`src/rtl/piso_frame_receiver_if.sv`:
```
// ---------------------------------------------------------------------------
// piso_frame_receiver_if
//
// Purpose : bundles the serial input side, the abort control and the
//           parallel valid/ready output side of the PISO frame receiver.
//
// Signals :
//   serial_in     - serial data bit, frame MSB first
//   serial_valid  - qualifies serial_in on a clock edge
//   clear         - synchronous abort of the partial frame, clears overrun
//   out_ready     - consumer accepts parallel_out when out_valid is high
//   parallel_out  - last completed word (registered)
//   out_valid     - parallel_out holds an unconsumed word
//   overrun       - sticky flag: at least one completed word was dropped
//   frame_busy    - a partial frame is being held
//
// Modports:
//   slave  - the receiver itself
//   master - the environment (serial driver plus parallel consumer)
// ---------------------------------------------------------------------------
interface piso_frame_receiver_if #(
    parameter int WIDTH = 4
);
    logic             serial_in;
    logic             serial_valid;
    logic             clear;
    logic             out_ready;
    logic [WIDTH-1:0] parallel_out;
    logic             out_valid;
    logic             overrun;
    logic             frame_busy;

    modport slave (
        input  serial_in,
        input  serial_valid,
        input  clear,
        input  out_ready,
        output parallel_out,
        output out_valid,
        output overrun,
        output frame_busy
    );

    modport master (
        output serial_in,
        output serial_valid,
        output clear,
        output out_ready,
        input  parallel_out,
        input  out_valid,
        input  overrun,
        input  frame_busy
    );
endinterface : piso_frame_receiver_if

```
`src/rtl/piso_frame_receiver.sv`:
```
// ---------------------------------------------------------------------------
// piso_frame_receiver
//
// Purpose : receiving end of a PISO serial link. Qualified serial bits are
//           shifted in MSB first; every WIDTH-th sampled bit completes a
//           word, which is placed in a one-entry valid/ready holding
//           register. A completed word that finds the holding register
//           occupied (and not being drained on the same edge) is dropped
//           and the sticky overrun flag is raised.
//
// Ports   :
//   clk      - rising-edge clock, the only clock
//   reset_n  - synchronous active-low reset
//   bus      - piso_frame_receiver_if.slave (serial input, clear,
//              out_ready in; parallel_out, out_valid, overrun,
//              frame_busy out; all outputs registered)
//
// Parameters:
//   WIDTH    - frame length in bits, 2..32
// ---------------------------------------------------------------------------
module piso_frame_receiver #(
    parameter int WIDTH = 4
) (
    input  logic                         clk,
    input  logic                         reset_n,
    piso_frame_receiver_if.slave         bus
);

    localparam int CW = (WIDTH > 2) ? $clog2(WIDTH) : 1;
    localparam logic [CW-1:0] LAST_BIT = CW'(WIDTH - 1);
    localparam logic [CW-1:0] CNT_ONE  = CW'(1);
    localparam logic [CW-1:0] CNT_ZERO = CW'(0);

    typedef enum logic [0:0] {
        IDLE = 1'b0,
        RECV = 1'b1
    } state_t;

    // Only the WIDTH-1 most recent bits need storing: the last bit of a
    // frame goes straight from serial_in into the completed word.
    logic [WIDTH-2:0] r_sh;
    logic [CW-1:0]    r_cnt;
    state_t           r_state;
    logic [WIDTH-1:0] r_parallel_out;
    logic             r_out_valid;
    logic             r_overrun;

    logic [WIDTH-2:0] w_sh_next;
    logic [CW-1:0]    w_cnt_next;
    state_t           w_state_next;
    logic [WIDTH-1:0] w_parallel_out_next;
    logic             w_out_valid_next;
    logic             w_overrun_next;

    logic [WIDTH-1:0] w_word;
    logic             w_xfer;
    logic             w_complete;
    logic             w_load;
    logic             w_drop;

    // Candidate word: stored bits followed by the bit currently on the line.
    assign w_word = {r_sh, bus.serial_in};

    // Handshake: consumer takes the held word this edge.
    assign w_xfer = r_out_valid & bus.out_ready;

    // Completion/load/drop decode; clear suppresses sampling entirely.
    always_comb begin
        w_complete = 1'b0;
        w_load     = 1'b0;
        w_drop     = 1'b0;
        if (!bus.clear && bus.serial_valid && (r_cnt == LAST_BIT)) begin
            w_complete = 1'b1;
            // A slot frees up either because it is empty or because the
            // consumer drains it on this very edge.
            if (!r_out_valid || w_xfer) begin
                w_load = 1'b1;
            end else begin
                w_drop = 1'b1;
            end
        end else begin
            w_complete = 1'b0;
        end
    end

    // Shift register and bit counter next-state.
    always_comb begin
        w_sh_next  = r_sh;
        w_cnt_next = r_cnt;
        if (bus.clear) begin
            w_sh_next  = '0;
            w_cnt_next = CNT_ZERO;
        end else if (bus.serial_valid) begin
            if (w_complete) begin
                w_sh_next  = '0;
                w_cnt_next = CNT_ZERO;
            end else begin
                w_sh_next  = w_word[WIDTH-2:0];
                w_cnt_next = r_cnt + CNT_ONE;
            end
        end else begin
            w_sh_next  = r_sh;
            w_cnt_next = r_cnt;
        end
    end

    // FSM next-state: RECV exactly when a partial frame will be held.
    always_comb begin
        w_state_next = r_state;
        case (r_state)
            IDLE: begin
                if (w_cnt_next != CNT_ZERO) begin
                    w_state_next = RECV;
                end else begin
                    w_state_next = IDLE;
                end
            end
            RECV: begin
                if (w_cnt_next == CNT_ZERO) begin
                    w_state_next = IDLE;
                end else begin
                    w_state_next = RECV;
                end
            end
            default: begin
                w_state_next = IDLE;
            end
        endcase
    end

    // Holding register, valid flag and sticky overrun next-state.
    always_comb begin
        w_parallel_out_next = r_parallel_out;
        w_out_valid_next    = r_out_valid;
        w_overrun_next      = r_overrun;
        if (w_load) begin
            w_parallel_out_next = w_word;
            w_out_valid_next    = 1'b1;
        end else if (w_xfer) begin
            // parallel_out keeps its last value after being consumed.
            w_out_valid_next    = 1'b0;
        end else begin
            w_out_valid_next    = r_out_valid;
        end
        if (bus.clear) begin
            w_overrun_next = 1'b0;
        end else if (w_drop) begin
            w_overrun_next = 1'b1;
        end else begin
            w_overrun_next = r_overrun;
        end
    end

    // State registers with synchronous active-low reset.
    always_ff @(posedge clk) begin
        if (!reset_n) begin
            r_sh           <= '0;
            r_cnt          <= CNT_ZERO;
            r_state        <= IDLE;
            r_parallel_out <= '0;
            r_out_valid    <= 1'b0;
            r_overrun      <= 1'b0;
        end else begin
            r_sh           <= w_sh_next;
            r_cnt          <= w_cnt_next;
            r_state        <= w_state_next;
            r_parallel_out <= w_parallel_out_next;
            r_out_valid    <= w_out_valid_next;
            r_overrun      <= w_overrun_next;
        end
    end

    assign bus.parallel_out = r_parallel_out;
    assign bus.out_valid    = r_out_valid;
    assign bus.overrun      = r_overrun;
    assign bus.frame_busy   = (r_state == RECV);

endmodule : piso_frame_receiver

```
`src/flat_wrapper.sv`:
```
// flat-port wrapper written by rule: the top's interface ports become plain ports
module piso_frame_receiver_flat 
#(
    parameter int WIDTH = 4
)
  (clk, reset_n, bus_serial_in, bus_serial_valid, bus_clear, bus_out_ready, bus_parallel_out, bus_out_valid, bus_overrun, bus_frame_busy);
  piso_frame_receiver_if #(.WIDTH(WIDTH)) bus_i ();
  input  logic clk;
  input  logic reset_n;
  input wire logic [$bits(bus_i.serial_in)-1:0] bus_serial_in;
  input wire logic [$bits(bus_i.serial_valid)-1:0] bus_serial_valid;
  input wire logic [$bits(bus_i.clear)-1:0] bus_clear;
  input wire logic [$bits(bus_i.out_ready)-1:0] bus_out_ready;
  output wire logic [$bits(bus_i.parallel_out)-1:0] bus_parallel_out;
  output wire logic [$bits(bus_i.out_valid)-1:0] bus_out_valid;
  output wire logic [$bits(bus_i.overrun)-1:0] bus_overrun;
  output wire logic [$bits(bus_i.frame_busy)-1:0] bus_frame_busy;
  assign bus_i.serial_in = bus_serial_in;
  assign bus_i.serial_valid = bus_serial_valid;
  assign bus_i.clear = bus_clear;
  assign bus_i.out_ready = bus_out_ready;
  assign bus_parallel_out = bus_i.parallel_out;
  assign bus_out_valid = bus_i.out_valid;
  assign bus_overrun = bus_i.overrun;
  assign bus_frame_busy = bus_i.frame_busy;
  piso_frame_receiver #(.WIDTH(WIDTH)) u_core (.clk(clk), .reset_n(reset_n), .bus(bus_i));
endmodule
```
`config.mk`:
```
export PLATFORM = sky130hd
export DESIGN_NAME = piso_frame_receiver_flat
export DESIGN_NICKNAME = d
export VERILOG_FILES = /design/src/rtl/piso_frame_receiver_if.sv /design/src/rtl/piso_frame_receiver.sv /design/src/flat_wrapper.sv
export SDC_FILE = /design/constraint.sdc
export NUM_CORES = 1
export LEC_CHECK = 0
export ABC_AREA = 1
export BUFFER_PORTS_ARGS = -buffer_cell sky130_fd_sc_hd__buf_2
export CORE_AREA = 2 2 39 41
export DETAILED_ROUTE_END_ITERATION = 10
export DIE_AREA = 0 0 41 43
export PLACE_DENSITY = 0.64
export RECOVER_POWER = 50
export SETUP_SLACK_MARGIN = 0.4
export SLEW_MARGIN = 5
export SYNTH_ARGS = -nofsm -noshare
export SYNTH_HDL_FRONTEND = slang
export SYNTH_SLANG_ARGS = --single-unit
```
`constraint.sdc`:
```
create_clock -name clk -period 1.1 [get_ports clk]
set_input_delay 0.22 -clock clk [delete_from_list [all_inputs] [get_ports clk]]
set_output_delay 0.22 -clock clk [all_outputs]
set_load 0.05 [all_outputs]
```
==> results.json <==
{
  "slew_viol_final": 0,
  "status": "completed",
  "synth_cell_type_count": 18,
  "grt_pass1_vias": 433,
  "die_width_um": 41,
  "vdd_drop_max_v": 0.000732,
  "cp_max_fo": 1,
  "ys_seq_elements": 12,
  "period_share_pct": 94.5,
  "core_area_um2": 1380,
  "initial_utilization_pct": 40.8,
  "root_buffer": "clkbuf_4",
  "num_antenna_cells": 0,
  "setup-violations-final": 0,
  "grt_max_degree": 9,
  "yosysTopAreaCell": "dfxtp_1",
  "drt-wirelength-per-cell_um": 10.8,
  "final_common_cell": "nor2_1",
  "dp_hpwl_um": 746,
  "leakage_nw": 0.347,
  "ant_nets": 0,
  "insertion_delay_ns": 0.28,
  "worstHoldPathCells": 3,
  "grt_use_total_pct": 15.0,
  "syn-num-nets": 76,
  "dieHeight_um": 43,
  "yosys.area_share.simple_pct": 37.0,
  "io_buffers": 12,
  "end_kind": "output port",
  "finalHoldViolCount": 0,
  "worst_path_max_delay_cell": "dfxtp_2",
  "fmax_mhz": 962,
  "drt_iter0_drc": 7,
  "first_pass_iters": 4,
  "nets": 96,
  "drc_errors": 0,
  "synth_top_family_by_area": "simple AND/OR/NAND/NOR gates",
  "place.gp.congestion": 0.763,
  "path_cells": "clkbuf_4",
  "cts_sinks": 12,
  "ys_seq_area_share_pct": 42.6,
  "cp.arrival_ns": 0.82,
  "io_pins": 13,
  "slew-limit-headroom_pct": 83.1,
  "rsz0062_at_grt": "true",
  "synth.area.top_cells": "dfxtp_1, nor2_1, inv_1",
  "tightestPinTransition_ns": 0.253,
  "routed_wl_mm": 1.12,
  "drive_gt1_share_pct": 53.4,
  "cp_slowest_stage_delay_ns": 0.32,
  "crit_type": "reg2out",
  "clk_path_buf_depth": 2,
  "syn-cell-area_um2": 564,
  "area_growth_pct": 37.7,
  "p_per_area_nw_per_um2": 1080,
  "syn_inst": 69,
  "num_rows": 14,
  "worstSetupStartpointType": "flop",
  "synth_mux_area_share_pct": 0,
  "overflow": 0,
  "reg2reg_depth": 5,
  "skew_ns": 0.0103,
  "worstPathRequired_ns": 0.88,
  "whs_endpoint": "u_core.bus.parallel_out[1]",
  "grt_pass1_wl_mm": 1.74,
  "cp.buffers_inverters": 1,
  "avgSynthCellArea_um2": 8.18,
  "vias": 489,
  "cts_made_buffers": 3,
  "synth_compound_area_share_pct": 7.54,
  "die_area_um2": 1760,
  "critical_path.top_delay_family": "flip-flops",
  "cts_tree": "built",
  "fillCellCount": 135,
  "min_path_type": "in2reg",
  "vias_per_cell": 4.70,
  "fin_tns_setup_ns": 0,
  "synth_top_area_share_pct": 42.6,
  "reg2reg_from": "u_core.r_cnt[0]",
  "htreeDepth": 1,
  "yosys.area_share.xor_xnor_pct": 0,
  "period_needed_ns": 1.04,
  "final_cell_mix": "nor2_1, inv_1, dfxtp_2",
  "min_from": "reset_n",
  "r2r_end": "u_core.r_sh[2]",
  "final_cells": 104,
  "yosysWarnings": 0,
  "clkTransAtPathRegs_ns": 0.08,
  "reg2reg_slack_ns": 0.06,
  "maxCapViolations": 0,
  "synthAdderAreaFrac_pct": 2.22,
  "antenna_found_initial": 0,
  "placed_cells": 97
}
worst max-delay path by stage:
stage	depth (start not counted)	endpoint	slack [ns]	from
2_1_floorplan	6	u_core.bus.parallel_out[0]	0.11	u_core.r_cnt[1]
3_3_place_gp	6	u_core.bus.parallel_out[2]	0.06	u_core.r_cnt[1]
3_5_place_dp	6	u_core.bus.parallel_out[3]	0.05	u_core.r_cnt[0]
6_report	1	bus_frame_busy	0.06	u_core.bus.frame_busy
5_1_grt	5	u_core.r_sh[2]	0.03	u_core.r_cnt[0]
4_1_cts	6	u_core.bus.parallel_out[0]	0.09	u_core.r_cnt[1]
state kept, by name, indices dropped and copies added (netlist names):
name and cells:
u_core.bus.out_valid 1, u_core.r_sh 3, u_core.bus.frame_busy 1, u_core.bus.overrun 1
u_core.r_cnt 2, u_core.bus.parallel_out 4
through the flow:
step                      utilization, %  hold WS, ns  instance area, um^2  setup slack [ns]  total power, mW
after global routing                56.1        0.199                  777            0.0290            0.884
after CTS                           57.0        0.191                  788            0.0887            0.850
after detailed placement            47.8        0.459                  662            0.0468            0.550
final                               56.1        0.186                  777            0.0610            0.835
after global placement              47.8        0.453                  662            0.0625            0.550
after floorplan                        -        0.341                  586             0.108            0.524
cell usage after synthesis (all sizes together):
| cell type | n |
|---|---|
| ha | 1 |
| a21oi | 2 |
| o21ai | 4 |
| dfxtp | 12 |
| nand2 | 9 |
| buf | 1 |
| nor2 | 17 |
| clkinv | 1 |
| nor3 | 3 |
| o211ai | 1 |
| inv | 12 |
| nand3 | 6 |
routing by layer:
metal	track usage, %	share of wire [%]
met3	3.14	4.4
met1	16.9	38
met4	8.00	2.1
met2	24.7	55
met5	0	0
kinds of logic (layout without fill, tap and decap cells):
family	after synthesis	count (layout)
flops	12	12
compound gates	7	7
fa+ha+maj	1	1
simple gates	35	35
buf+inv	14	33
timing repair:
action / 4_1_cts / 5_1_grt
gates resized for setup: 23 / 6
pin swaps: 7 / 5
endpoints found under the setup margin: 19 / 19
hold buffers: 0 / 0
setup buffers: 2 / 1
where the power goes:
group / switching [mW] / leakage (nW) / internal, mW
Sequential: 0.00773 / 0.102 / 0.444
Combinational: 0.0611 / 0.230 / 0.0363
Clock: 0.146 / 0.0150 / 0.141
area by class of cell:
type	instances	area [um^2]	area share, %
Tap cell	16	20.0	2.58
Clock buffer	4	26.3	3.38
Multi-Input combinational cell	43	293	37.7
Timing Repair Buffer	16	135	17.4
Sequential cell	12	254	32.7
Inverter	13	48.8	6.28
Note: power is estimated with default switching activity, not from simulation.
